==> src/rtl/apb_pkg.sv <==
// apb_pkg: shared types and default widths for the APB master bridge.
//   apb_state_e  - bridge FSM state encoding (IDLE/SETUP/ACCESS)
//   APB_ADDR_W   - default paddr / cmd_addr width
//   APB_DATA_W   - default pwdata / prdata / response data width
package apb_pkg;

  localparam int APB_ADDR_W = 32;
  localparam int APB_DATA_W = 32;

  typedef enum logic [1:0] {
    IDLE   = 2'b00,
    SETUP  = 2'b01,
    ACCESS = 2'b10
  } apb_state_e;

endpackage

==> src/rtl/apb_wait_timer.sv <==
// apb_wait_timer: counts consecutive ACCESS wait cycles and flags expiry.
//   pclk     in   clock
//   preset   in   synchronous active-low reset
//   clear    in   zero the counter (asserted in SETUP)
//   enable   in   this cycle is a wait cycle (ACCESS with pready low)
//   expired  out  this wait cycle is the TIMEOUT-th one; abort at the next edge
// TIMEOUT = 0 disables expiry entirely.
module apb_wait_timer #(
  parameter int TIMEOUT = 16
) (
  input  logic pclk,
  input  logic preset,
  input  logic clear,
  input  logic enable,
  output logic expired
);

  localparam int CNT_W = (TIMEOUT > 0) ? $clog2(TIMEOUT + 1) : 1;
  localparam logic [CNT_W-1:0] LIMIT = CNT_W'(TIMEOUT);

  logic [CNT_W-1:0] cnt;

  // Saturates at LIMIT so a stale count never wraps back into range.
  always_ff @(posedge pclk) begin
    if (!preset || clear)
      cnt <= '0;
    else if (enable && cnt != LIMIT)
      cnt <= cnt + CNT_W'(1);
  end

  // Expiry is flagged in the wait cycle whose increment makes the count reach
  // TIMEOUT, so the transfer ends after exactly TIMEOUT unanswered ACCESS
  // cycles. The caller gives pready priority, so a ready in that same cycle
  // still completes normally.
  assign expired = (TIMEOUT != 0) && enable && (cnt == LIMIT - CNT_W'(1));

endmodule

==> src/rtl/apb_master_bridge.sv <==
// apb_master_bridge: single-outstanding APB initiator.
// Accepts a valid/ready command, runs one APB SETUP/ACCESS transfer, and
// returns a one-cycle response strobe with read data / error status.
// A wait-state timer aborts transfers the slave never completes.
//
// Ports:
//   pclk, preset                    clock, synchronous active-low reset
//   cmd_valid/ready/write/addr/wdata command port
//   rsp_valid/rdata/err             response strobe (no backpressure)
//   psel/penable/pwrite/paddr/pwdata APB request
//   prdata/pready                   APB completion
//   pslverr                         APB slave error (only with APB_PSLVERR_EN)
//
// Build option: define APB_PSLVERR_EN to add the pslverr input and report it
// on rsp_err; otherwise rsp_err reflects timeouts only.
module apb_master_bridge
  import apb_pkg::*;
#(
  parameter int ADDR_W  = APB_ADDR_W,
  parameter int DATA_W  = APB_DATA_W,
  parameter int TIMEOUT = 16
) (
  input  logic              pclk,
  input  logic              preset,
  input  logic              cmd_valid,
  output logic              cmd_ready,
  input  logic              cmd_write,
  input  logic [ADDR_W-1:0] cmd_addr,
  input  logic [DATA_W-1:0] cmd_wdata,
  output logic              rsp_valid,
  output logic [DATA_W-1:0] rsp_rdata,
  output logic              rsp_err,
  output logic              psel,
  output logic              penable,
  output logic              pwrite,
  output logic [ADDR_W-1:0] paddr,
  output logic [DATA_W-1:0] pwdata,
  input  logic [DATA_W-1:0] prdata,
  input  logic              pready
`ifdef APB_PSLVERR_EN
  ,
  input  logic              pslverr
`endif
);

  apb_state_e state;
  logic       tmr_expired;
  logic       slv_err;

`ifdef APB_PSLVERR_EN
  assign slv_err = pslverr;
`else
  assign slv_err = 1'b0;
`endif

  apb_wait_timer #(.TIMEOUT(TIMEOUT)) u_timer (
    .pclk    (pclk),
    .preset  (preset),
    .clear   (state == SETUP),
    .enable  ((state == ACCESS) && !pready),
    .expired (tmr_expired)
  );

  always_ff @(posedge pclk) begin
    if (!preset) begin
      state     <= IDLE;
      cmd_ready <= 1'b0;
      psel      <= 1'b0;
      penable   <= 1'b0;
      pwrite    <= 1'b0;
      paddr     <= '0;
      pwdata    <= '0;
      rsp_valid <= 1'b0;
      rsp_rdata <= '0;
      rsp_err   <= 1'b0;
    end else begin
      // Response is a single-cycle strobe.
      rsp_valid <= 1'b0;
      case (state)
        IDLE: begin
          cmd_ready <= 1'b1;
          if (cmd_valid && cmd_ready) begin
            paddr     <= cmd_addr;
            pwdata    <= cmd_wdata;
            pwrite    <= cmd_write;
            psel      <= 1'b1;
            cmd_ready <= 1'b0;
            state     <= SETUP;
          end
        end
        SETUP: begin
          penable <= 1'b1;
          state   <= ACCESS;
        end
        ACCESS: begin
          // pready wins over expiry in the same cycle.
          if (pready) begin
            psel      <= 1'b0;
            penable   <= 1'b0;
            cmd_ready <= 1'b1;
            rsp_valid <= 1'b1;
            rsp_err   <= slv_err;
            rsp_rdata <= (pwrite || slv_err) ? '0 : prdata;
            state     <= IDLE;
          end else if (tmr_expired) begin
            psel      <= 1'b0;
            penable   <= 1'b0;
            cmd_ready <= 1'b1;
            rsp_valid <= 1'b1;
            rsp_err   <= 1'b1;
            rsp_rdata <= '0;
            state     <= IDLE;
          end
        end
        default: begin
          psel    <= 1'b0;
          penable <= 1'b0;
          state   <= IDLE;
        end
      endcase
    end
  end

endmodule

==> config.mk <==
export PLATFORM = sky130hd
export DESIGN_NAME = apb_master_bridge
export DESIGN_NICKNAME = d
export VERILOG_FILES = /design/src/rtl/apb_pkg.sv /design/src/rtl/apb_wait_timer.sv /design/src/rtl/apb_master_bridge.sv
export SDC_FILE = /design/constraint.sdc
export NUM_CORES = 1
export LEC_CHECK = 0
export ABC_CLOCK_PERIOD_IN_PS = 2780
export BUFFER_PORTS_ARGS = -buffer_cell sky130_fd_sc_hd__clkbuf_2
export CAP_MARGIN = 10
export CORE_UTILIZATION = 45
export CTS_BUF_LIST = sky130_fd_sc_hd__clkbuf_4 sky130_fd_sc_hd__clkbuf_8
export DETAILED_ROUTE_END_ITERATION = 6
export GPL_ROUTABILITY_DRIVEN = 1
export PLACE_DENSITY = 0.94
export SYNTH_ARGS = -nofsm -noshare
export SYNTH_HDL_FRONTEND = slang
export SYNTH_SLANG_ARGS = --single-unit
export TNS_END_PERCENT = 100
==> constraint.sdc <==
create_clock -name pclk -period 2.78 [get_ports pclk]
set_clock_uncertainty 0.05 [all_clocks]
set_input_delay 0.556 -clock pclk [delete_from_list [all_inputs] [get_ports pclk]]
set_output_delay 0.556 -clock pclk [all_outputs]
set_load 0.01 [all_outputs]
==> out/qor.txt <==
Relative slew slack: 0.553
Post-layout min period: 1950 ps
Synth Area per Inst: 12.6 um^2
Chip width: 90.5 um
Sequential area share after synthesis: 0.619
Crit path arrival time: 2190 ps
M2 GR Usage: 0.381
Psw: 715 uW
Clock Root Buffer: clkbuf_8
Crit path max fanout: 32
Crit path top cell by count: ha_1
Unrepaired setup endpoints after global routing: false
Final period utilization: 0.703
Total power: 2.87 mW
Filler instances: 613
Worst Setup End Kind: flip-flop
Power Dens Cells: 604 nW/um^2
Vias in the first global route: 2859
Vias/cell: 5.19
# port buffers: 202
Drt total wl: 8.72 mm
Final Hold Fails: 0
Multi-input logic area: 1180 um^2
Clk pwr share: 0.320
First-pass GRT wire length: 14.2 mm
Pins Over Slew Limit: 0
Layout cells sized above 1: 0.472
CTS Buffer Depth: 2
Slew @ Worst Pin: 671 ps
Synth Register Bits: 109
Hold Buf Count CTS: 0
Routability cong.: 0.757
Synth warn: 0
Syn Inst Count: 279
CTS Sinks: 109
Critical path's slowest cell: dfxtp_1
CP Cell Sequence: ha_1, and3_1, ha_1, nor2_1, o21a_1, buf_4, a22o_1
Sw Ratio: 0.249
Max frequency: 512 MHz
Total of max-cap violations: 0
Met1 usage: 0.257
Pleak: 2.33 nW
Initial Util: 0.476
Number of gates resized after cts: 0
ANT cells: 0
CTS Buf Count: 9
Seq pwr share: 0.579
Maximum VDD drop: 0.321 mV
Int Power: 2.15 mW
GR peak layer: met2
CTS tree: built
Clock slew at reported path FFs: 100 ps
Most frequent cells in the layout: clkbuf_2, dfxtp_1, a22o_1
Netlist cell types: 32
Pin count of the biggest net entering global routing: 67
I/O Pins: 203
Initial antenna violation count: 0
Synthesized area: 3530 um^2
Setup crit start kind: flip-flop
First-iteration detailed-routing DRC count: 76
Setup repair bufs after CTS: 0
HP Class: primary input to flip-flop
Met3 Use GR: 0.0547
Worst path bufs/invs: 1
Worst skew pair latency: 350 ps
Core footprint: 7410 um^2
Nets@finish: 576
Routed via count: 2991
GRT Total Usage: 0.215
Post-DRT Antenna Nets: 0
Die area: 8200 um^2
Pre-antenna DRT Iters: 4
Aggregate global routing overflow: 0
Mapped Nets: 383
Final Setup Violations: 0
Post-Route Setup TNS: 0 ps
Site Rows: 31
Final HPWL DP: 6.48 mm
Post-DR wirelength/cell: 15.1 um
Setup CP Type: flip-flop to flip-flop
Critical Path RT: 3020 ps
Residual DRC count: 0
Commonest non-fill, non-tap cell in the layout: clkbuf_2
Register area: 2180 um^2
Delay-heaviest family, CP: adder cells
CP max stage delay: 350 ps
Die boundary height: 90.5 um
Area grow syn2layout: 34.4%
Comb pwr share: 0.100
H-tree depth reported by CTS: 3
Status: complete, no violations
==> layout make-up <==
cell class,instances,share of cell area
clock inverters,5,0.00897
well taps,99,0.0261
clock buffers,11,0.0319
repair buffers,205,0.221
multi-input cells,142,0.248
inverters,5,0.00396
flip-flops and latches,109,0.460
==> layer usage <==
layer  vias to the layer above  wire length (um)
met5                         -                 0
met1                      1425              3590
met3                         8               503
met2                       111              4550
li1                       1447                 -
met4                         0                77
==> stage by stage <==
stage	util	area (um^2)	hold slack [ps]	std cells	setup slack [ps]
final	0.640	4740	353	576	826
after detailed placement	0.614	4550	412	560	751
after floorplan	-	3530	406	279	1130
after CTS	0.640	4740	328	576	831
after global routing	0.640	4740	324	576	701
after global placement	0.614	4550	410	560	844
==> power groups by stage <==
stage	Combinational, mW	Clock (mW)	Sequential [mW]
6_report	0.288	0.918	1.66
4_1_cts	0.290	0.947	1.66
5_1_grt	0.315	1.01	1.67
2_1_floorplan	0.118	0	1.72
3_3_place_gp	0.278	0	1.69
3_5_place_dp	0.289	0	1.69
==> synth_stat cells (all sizes together) <==
master,n,area (um^2)
a21boi,1,7.51
and3,1,6.26
mux2i,2,20.0
inv,5,18.8
ha,3,37.5
a211oi,1,7.51
a22o,97,850
or4,1,7.51
nor2,2,10.0
o31ai,1,7.51
nand3,5,25.0
nand2b,2,12.5
nor3,4,25.0
o211ai,1,7.51
o221a,1,11.3
and2,1,8.76
o211a,1,10.0
and2b,1,7.51
a21oi,7,35.0
dfxtp,109,2180
nor4bb,2,20.0
and4bb,1,12.5
clkbuf,3,15.0
o21a,2,15.0
nand2,4,15.0
nor3b,1,7.51
buf,20,145
==> registers in the layout, indices dropped and copies added, names as in the netlist, 2 cells and up <==
register	flops
pwdata	32
state	2
u_timer.cnt	5
rsp_rdata	32
paddr	32
==> final timing paths <==
path,from,endpoint,slack (ps),cells after the start
max reg2reg,u_timer.cnt[0]$_SDFFE_PP0P_,rsp_rdata[26]$_SDFFE_PN0P_,830,7
min reg2reg,psel$_SDFFE_PN0P_,psel$_SDFFE_PN0P_,430,2
min,cmd_addr[7],paddr[7]$_SDFFE_PN0P_,350,2
max,u_timer.cnt[0]$_SDFFE_PP0P_,rsp_rdata[26]$_SDFFE_PN0P_,830,7
==> cells by family after synthesis <==
family | synth area share
AND/OR/NAND/NOR | 0.0447
AO/OA/AOI/OAI | 0.270
multiplexers | 0.00568
buffers and inverters | 0.0507
flip-flops | 0.619
adder cells (fa/ha/maj) | 0.0106
(Power assumes the default switching activity.)
